### src/rtl/rv_pipe_control.sv
// rtl/rv_pipe_control.sv - pipelined RV32I control unit: decode, ID/EX..MEM/WB control bundles, Execute branch resolution
// Optional feature macro: RV_CTRL_ILLEGAL_EN (illegal-instruction bit carried to W, exposed on illegal_w).

module rv_pipe_control #(
    parameter int EXTRA_MEM_STAGES = 0
) (
    input  logic        clk,
    input  logic        reset,
    input  logic [31:0] instr_d,
    input  logic        flush_e,
    input  logic        zero_e,
    input  logic        less_than_e,
    input  logic        less_than_u_e,
    output logic [2:0]  imm_src_d,
    output logic [3:0]  alu_control_e,
    output logic [1:0]  alu_src_a_e,
    output logic        alu_src_b_e,
    output logic [1:0]  pc_src_e,
    output logic        reg_write_e,
    output logic [1:0]  result_src_e,
    output logic [4:0]  rd_e,
    output logic        mem_write_m,
    output logic [2:0]  funct3_m,
    output logic        reg_write_m,
    output logic [4:0]  rd_m,
    output logic        reg_write_w,
    output logic [1:0]  result_src_w,
    output logic [4:0]  rd_w
`ifdef RV_CTRL_ILLEGAL_EN
    ,
    output logic        illegal_w
`endif
);

    localparam logic [6:0] OPC_LUI    = 7'b0110111;
    localparam logic [6:0] OPC_AUIPC  = 7'b0010111;
    localparam logic [6:0] OPC_JAL    = 7'b1101111;
    localparam logic [6:0] OPC_JALR   = 7'b1100111;
    localparam logic [6:0] OPC_BRANCH = 7'b1100011;
    localparam logic [6:0] OPC_LOAD   = 7'b0000011;
    localparam logic [6:0] OPC_STORE  = 7'b0100011;
    localparam logic [6:0] OPC_OP_IMM = 7'b0010011;
    localparam logic [6:0] OPC_OP     = 7'b0110011;

    localparam logic [2:0] IMM_I = 3'b000;
    localparam logic [2:0] IMM_S = 3'b001;
    localparam logic [2:0] IMM_B = 3'b010;
    localparam logic [2:0] IMM_J = 3'b011;
    localparam logic [2:0] IMM_U = 3'b100;

    localparam logic [3:0] ALU_ADD  = 4'b0000;
    localparam logic [3:0] ALU_SUB  = 4'b0001;
    localparam logic [3:0] ALU_AND  = 4'b0010;
    localparam logic [3:0] ALU_OR   = 4'b0011;
    localparam logic [3:0] ALU_XOR  = 4'b0100;
    localparam logic [3:0] ALU_SLT  = 4'b0101;
    localparam logic [3:0] ALU_SLTU = 4'b0110;
    localparam logic [3:0] ALU_SLL  = 4'b0111;
    localparam logic [3:0] ALU_SRL  = 4'b1000;
    localparam logic [3:0] ALU_SRA  = 4'b1001;

    localparam logic [1:0] SRC_A_PC   = 2'b01;
    localparam logic [1:0] SRC_A_ZERO = 2'b10;

    localparam logic [1:0] RES_ALU = 2'b00;
    localparam logic [1:0] RES_MEM = 2'b01;
    localparam logic [1:0] RES_PC4 = 2'b10;

    localparam logic [1:0] PC_SEQ    = 2'b00;
    localparam logic [1:0] PC_TARGET = 2'b01;
    localparam logic [1:0] PC_ALU    = 2'b10;

    // Full control bundle held in ID/EX
    typedef struct packed {
`ifdef RV_CTRL_ILLEGAL_EN
        logic       illegal;
`endif
        logic       reg_write;
        logic [1:0] result_src;
        logic       mem_write;
        logic       jump;
        logic       jalr;
        logic       branch;
        logic [2:0] funct3;
        logic [3:0] alu_control;
        logic [1:0] alu_src_a;
        logic       alu_src_b;
        logic [4:0] rd;
    } ctrl_t;

    // Writeback-side fields, the only part that travels past EX/MEM
    typedef struct packed {
`ifdef RV_CTRL_ILLEGAL_EN
        logic       illegal;
`endif
        logic       reg_write;
        logic [1:0] result_src;
        logic [4:0] rd;
    } wb_t;

    typedef struct packed {
        logic       mem_write;
        logic [2:0] funct3;
        wb_t        wb;
    } mem_t;

    logic [6:0] opcode;
    logic [2:0] funct3;
    logic [6:0] funct7;
    logic       unused_instr_bits;

    assign opcode = instr_d[6:0];
    assign funct3 = instr_d[14:12];
    assign funct7 = instr_d[31:25];
    // Register specifiers rs1/rs2 are the datapath's business, not control's
    assign unused_instr_bits = ^instr_d[24:15];

    // ALU operation for OP / OP-IMM; alt selects sub (funct3 000) or sra (funct3 101)
    function automatic logic [3:0] alu_from_funct3(input logic [2:0] f3, input logic alt);
        logic [3:0] op;
        case (f3)
            3'b000:  op = alt ? ALU_SUB : ALU_ADD;
            3'b001:  op = ALU_SLL;
            3'b010:  op = ALU_SLT;
            3'b011:  op = ALU_SLTU;
            3'b100:  op = ALU_XOR;
            3'b101:  op = alt ? ALU_SRA : ALU_SRL;
            3'b110:  op = ALU_OR;
            default: op = ALU_AND;
        endcase
        return op;
    endfunction

    ctrl_t dec_ctrl;
    logic  dec_legal;

    // Combinational decode of the Decode-stage instruction into a control bundle
    always_comb begin
        dec_ctrl  = '0;
        dec_legal = 1'b1;
        imm_src_d = IMM_I;
        case (opcode)
            OPC_LUI: begin
                imm_src_d             = IMM_U;
                dec_ctrl.reg_write    = 1'b1;
                dec_ctrl.alu_src_a    = SRC_A_ZERO;
                dec_ctrl.alu_src_b    = 1'b1;
                dec_ctrl.alu_control  = ALU_ADD;
            end
            OPC_AUIPC: begin
                imm_src_d             = IMM_U;
                dec_ctrl.reg_write    = 1'b1;
                dec_ctrl.alu_src_a    = SRC_A_PC;
                dec_ctrl.alu_src_b    = 1'b1;
                dec_ctrl.alu_control  = ALU_ADD;
            end
            OPC_JAL: begin
                imm_src_d             = IMM_J;
                dec_ctrl.reg_write    = 1'b1;
                dec_ctrl.result_src   = RES_PC4;
                dec_ctrl.jump         = 1'b1;
            end
            OPC_JALR: begin
                imm_src_d             = IMM_I;
                dec_ctrl.reg_write    = 1'b1;
                dec_ctrl.result_src   = RES_PC4;
                dec_ctrl.jalr         = 1'b1;
                dec_ctrl.alu_src_b    = 1'b1;
                dec_ctrl.alu_control  = ALU_ADD;
            end
            OPC_BRANCH: begin
                imm_src_d             = IMM_B;
                dec_legal             = (funct3[2:1] != 2'b01);
                dec_ctrl.branch       = 1'b1;
                dec_ctrl.funct3       = funct3;
                dec_ctrl.alu_control  = ALU_SUB;
            end
            OPC_LOAD: begin
                imm_src_d             = IMM_I;
                dec_ctrl.reg_write    = 1'b1;
                dec_ctrl.result_src   = RES_MEM;
                dec_ctrl.funct3       = funct3;
                dec_ctrl.alu_src_b    = 1'b1;
                dec_ctrl.alu_control  = ALU_ADD;
            end
            OPC_STORE: begin
                imm_src_d             = IMM_S;
                dec_ctrl.mem_write    = 1'b1;
                dec_ctrl.funct3       = funct3;
                dec_ctrl.alu_src_b    = 1'b1;
                dec_ctrl.alu_control  = ALU_ADD;
            end
            OPC_OP_IMM: begin
                imm_src_d             = IMM_I;
                dec_ctrl.reg_write    = 1'b1;
                dec_ctrl.result_src   = RES_ALU;
                dec_ctrl.alu_src_b    = 1'b1;
                dec_ctrl.alu_control  = alu_from_funct3(funct3, (funct3 == 3'b101) && instr_d[30]);
            end
            OPC_OP: begin
                dec_legal             = (funct7 == 7'b0000000) || (funct7 == 7'b0100000);
                dec_ctrl.reg_write    = 1'b1;
                dec_ctrl.result_src   = RES_ALU;
                dec_ctrl.alu_control  = alu_from_funct3(funct3, instr_d[30]);
            end
            default: begin
                dec_legal = 1'b0;
            end
        endcase
        // rd is only meaningful when the instruction writes; keep it 0 otherwise for the hazard unit
        dec_ctrl.rd = dec_ctrl.reg_write ? instr_d[11:7] : 5'd0;
        if (!dec_legal) begin
            dec_ctrl = '0;
        end
`ifdef RV_CTRL_ILLEGAL_EN
        dec_ctrl.illegal = ~dec_legal;
`endif
    end

    ctrl_t idex_d;
    ctrl_t idex_q;

    assign idex_d = flush_e ? ctrl_t'('0) : dec_ctrl;

    // ID/EX register; flush_e inserts a bubble, reset clears to a bubble
    always_ff @(posedge clk or posedge reset) begin
        if (reset) begin
            idex_q <= '0;
        end else begin
            idex_q <= idex_d;
        end
    end

    logic branch_taken;

    // Branch condition from the ALU flags, looked at only for a branch in Execute
    always_comb begin
        branch_taken = 1'b0;
        if (idex_q.branch) begin
            case (idex_q.funct3)
                3'b000:  branch_taken = zero_e;
                3'b001:  branch_taken = ~zero_e;
                3'b100:  branch_taken = less_than_e;
                3'b101:  branch_taken = ~less_than_e;
                3'b110:  branch_taken = less_than_u_e;
                3'b111:  branch_taken = ~less_than_u_e;
                default: branch_taken = 1'b0;
            endcase
        end
    end

    // Next-PC selection resolved in Execute
    always_comb begin
        pc_src_e = PC_SEQ;
        if (idex_q.jump) begin
            pc_src_e = PC_TARGET;
        end else if (idex_q.jalr) begin
            pc_src_e = PC_ALU;
        end else if (branch_taken) begin
            pc_src_e = PC_TARGET;
        end
    end

    assign alu_control_e = idex_q.alu_control;
    assign alu_src_a_e   = idex_q.alu_src_a;
    assign alu_src_b_e   = idex_q.alu_src_b;
    assign reg_write_e   = idex_q.reg_write;
    assign result_src_e  = idex_q.result_src;
    assign rd_e          = idex_q.rd;

    mem_t exmem_d;
    mem_t exmem_q;

    // Memory-stage slice of the Execute bundle
    always_comb begin
        exmem_d               = '0;
        exmem_d.mem_write     = idex_q.mem_write;
        exmem_d.funct3        = idex_q.funct3;
        exmem_d.wb.reg_write  = idex_q.reg_write;
        exmem_d.wb.result_src = idex_q.result_src;
        exmem_d.wb.rd         = idex_q.rd;
`ifdef RV_CTRL_ILLEGAL_EN
        exmem_d.wb.illegal    = idex_q.illegal;
`endif
    end

    // EX/MEM register
    always_ff @(posedge clk or posedge reset) begin
        if (reset) begin
            exmem_q <= '0;
        end else begin
            exmem_q <= exmem_d;
        end
    end

    assign mem_write_m = exmem_q.mem_write;
    assign funct3_m    = exmem_q.funct3;
    assign reg_write_m = exmem_q.wb.reg_write;
    assign rd_m        = exmem_q.wb.rd;

    // stage_wb[0] is the EX/MEM writeback slice; each extra stage adds one cycle of data-memory latency
    wb_t stage_wb [0:EXTRA_MEM_STAGES];

    assign stage_wb[0] = exmem_q.wb;

    for (genvar g = 0; g < EXTRA_MEM_STAGES; g++) begin : g_mem_delay
        wb_t dly_q;

        // Extra memory-latency delay register for the writeback fields
        always_ff @(posedge clk or posedge reset) begin
            if (reset) begin
                dly_q <= '0;
            end else begin
                dly_q <= stage_wb[g];
            end
        end

        assign stage_wb[g+1] = dly_q;
    end

    wb_t memwb_q;

    // MEM/WB register fed from the end of the memory delay chain
    always_ff @(posedge clk or posedge reset) begin
        if (reset) begin
            memwb_q <= '0;
        end else begin
            memwb_q <= stage_wb[EXTRA_MEM_STAGES];
        end
    end

    assign reg_write_w  = memwb_q.reg_write;
    assign result_src_w = memwb_q.result_src;
    assign rd_w         = memwb_q.rd;
`ifdef RV_CTRL_ILLEGAL_EN
    assign illegal_w    = memwb_q.illegal;
`endif

endmodule

### config.mk
export PLATFORM = sky130hd
export DESIGN_NAME = rv_pipe_control
export DESIGN_NICKNAME = d
export VERILOG_FILES = /design/src/rtl/rv_pipe_control.sv
export SDC_FILE = /design/constraint.sdc
export NUM_CORES = 1
export LEC_CHECK = 0
export BUFFER_PORTS_ARGS = -buffer_cell sky130_fd_sc_hd__buf_4
export CAP_MARGIN = 20
export CORE_UTILIZATION = 43
export DETAILED_ROUTE_END_ITERATION = 12
export PLACE_DENSITY = 0.76
export SLEW_MARGIN = 20
export SYNTH_ARGS = -nofsm -noshare
export SYNTH_HDL_FRONTEND = slang
export SYNTH_SLANG_ARGS = --single-unit
### constraint.sdc
create_clock -name clk -period 1.2 [get_ports clk]
set_input_delay 0.24 -clock clk [delete_from_list [all_inputs] [get_ports clk]]
set_output_delay 0.24 -clock clk [all_outputs]
set_load 0.02 [all_outputs]
==> metrics.yaml <==
status: "finished with violations"
violations: "negative setup slack"
use_met3_pct: 6.42
ir_drop_mv: 0.430
grt_first_pass_wirelength_um: 6700
grt_max_degree: 43
fillers: 288
dp_hpwl_um: 2870
hold_path_class: "primary input to flip-flop"
use_met2_pct: 37.1
worstHoldPathCells: 2
routed_wl_um: 4320
std_cell_rows: 23
final_hold_viol_count: 0
io_pins: 76
initial_utilization_pct: 45.3
yosys.area.top_type: "dfrtp_1"
fin_worst_skew_ns: 0.00338
crit_arrival_ns: 1.46
vias: 1488
powerDensity_nw_per_um2: 967
numCtsBuffers: 5
drv_cap: 0
critPathKind: "flip-flop to primary output"
worst_slack_ns: -0.504
postSynthAreaPerCell_um2: 11.9
p_leak_nw: 1.39
n_antenna_cell: 0
drt_drc_violations_left: 0
async_flop_share_pct: 100
ys_seq_elements: 42
die_y_um: 67.1
fin_crit_ns: 1.70
cts_buffer_depth: 2
fin_hold_ws_ns: 0.197
cts_tree: "done"
syn_area_um2: 1820
grt.total_usage_pct: 20.8
grt_use_met1_pct: 22.0
slew_headroom_pct: 76.0
tightestPinTransition_ns: 0.360
cts.sinks: 42
portBuffers: 65
ys_types: 42
dp_slack_ns: -0.596
rr_worst_depth: 1
clock_latency_ns: 0.29
post_drt_wl_per_cell_um: 14.7
area_growth_pct: 63.0
crit_required_ns: 0.96
syn_nets: 191
rsz0062_at_grt: "yes"
grt_pass1_vias: 1509
cts.reportedPaths.clkPinSlew_ns: 0.07
netlist_top_cells_count: "dfrtp_1, buf_4, nor2_1"
final_nets: 280
gp_congestion: 0.793
synthMostInstantiatedCell: "dfrtp_1"
fin_setup_tns_ns: -3.61
antenna_found_initial: 0
dieArea_um2: 4510
yosys-top-cells-area: "dfrtp_1, buf_4, nor3b_1, nor2_1, a2111oi_2"
endpoint_kind: "primary output"
crit_fanout: 2
yosys.area.top_type_share_pct: 57.6
drt_first_pass_iters: 4
grt-busiest-layer: "met2"
gr-total-overflow: 0
via_per_inst: 5.08
final_area_um2: 2970
clock_tree.root_cell: "clkbuf_8"
finalCritPeriodShare_pct: 142
drive_above_1_share_pct: 65.4
synth_warnings: 0
htree_levels: 2
placed_cell_area_um2: 2460
synthCells: 153
fmaxAchievable_ghz: 0.587
ys.flop_type: "dfrtp_1"
drv_slew: 0
die_width_um: 67.1
synth_seq_area_share_pct: 57.6
setup-violations-final: 17
detail-route-antenna-nets: 0
fin_util_pct: 73.8
synth_edf_count: 0
coreArea_um2: 4030
first_iter_violations: 80
critPathLaunchType: "flip-flop"
## cell usage in the layout, fill, tap and decap left out, types with 3 or more instances in the layout
| cell type | Yosys | routed |
|---|---|---|
| buf_4 | 21 | 86 |
| dfrtp_1 | 42 | 42 |
| buf_6 | 0 | 19 |
| clkbuf_8 | 0 | 8 |
| nor3b_2 | 0 | 7 |
| nor2_1 | 11 | 7 |
| nand2_1 | 4 | 3 |
| xor2_1 | 3 | 3 |
| nor2b_1 | 3 | 3 |
| buf_8 | 0 | 3 |
## critical path, cell delays in order (launching register included)
cell and delay, ns:
dfrtp_1 0.37, mux2i_1 0.22, xor2_1 0.17, o21ai_1 0.08, a31o_2 0.21, buf_6 0.13
## per-stage QoR
step                power (mW)  std cells
floorplan                 1.61        153
detailed placement        1.78        270
CTS                       2.87        291
global route              3.01        293
finish                    2.87        293
global placement          1.78        270
## routing by layer
metal / wire length (um) / part of all wire [%] / vias up
met5: 0 / 0 / -
met4: 86 / 2.0 / 0
met3: 299 / 6.9 / 8
met2: 2340 / 54 / 67
met1: 1600 / 37 / 721
li1: - / - / 692
## power breakdown
group          total (mW)  switching (mW)  internal (mW)
Sequential           1.43         0.00392           1.42
Clock                1.01           0.433          0.580
Combinational       0.434           0.208          0.227
Total                2.87           0.644           2.23
## registers in the layout (all words and copies together) (netlist names), 2 cells and up
name	cells
idex_q	3
alu_control_e	4
rd_m	5
rd_w	5
rd_e	5
funct3_m	3
exmem_q	2
alu_src_a_e	2
result_src_w	2
exmem_d	4
result_src_e	2
## cells by family after synthesis
group | after synthesis | share of synthesized area, %
AND/OR/NAND/NOR | 51 | 17.8
flip-flops | 42 | 57.6
buffers and inverters | 33 | 11.4
AO/OA/AOI/OAI | 21 | 10.2
XOR/XNOR | 4 | 1.92
multiplexers | 2 | 1.10
## repair_timing
item	4_1_cts	5_1_grt
pin swaps	13	14
setup buffers	12	3
hold buffers	1	0
endpoints found under the hold margin	42	0
setup endpoints to repair	18	21
resized for setup	43	17
## area by class of cell
class                           instances  area [um2]  area share, %
Sequential cell                        42        1050           35.4
Timing Repair Buffer                  110         935           31.4
Multi-Input combinational cell         78         788           26.5
Clock buffer                            8         110           3.70
Tap cell                               50        62.6           2.10
Inverter                                5        26.3          0.884
## path summary, 6_finish.rpt
kind / start / slack, ns / endpoint
worst max-delay path: exmem_d[10] / -0.50 / pc_src_e[0]
worst min-delay path: instr_d[8] / 0.20 / rd_e[1]
worst max register to register: exmem_d[10] / 0.56 / funct3_m[2]
worst min register to register: exmem_d[11] / 0.35 / mem_write_m
max in group asynchronous: reset / 0.45 / rd_w[3]
min in group asynchronous: reset / 0.55 / rd_w[0]
Note: power is estimated with default switching activity, not from simulation.
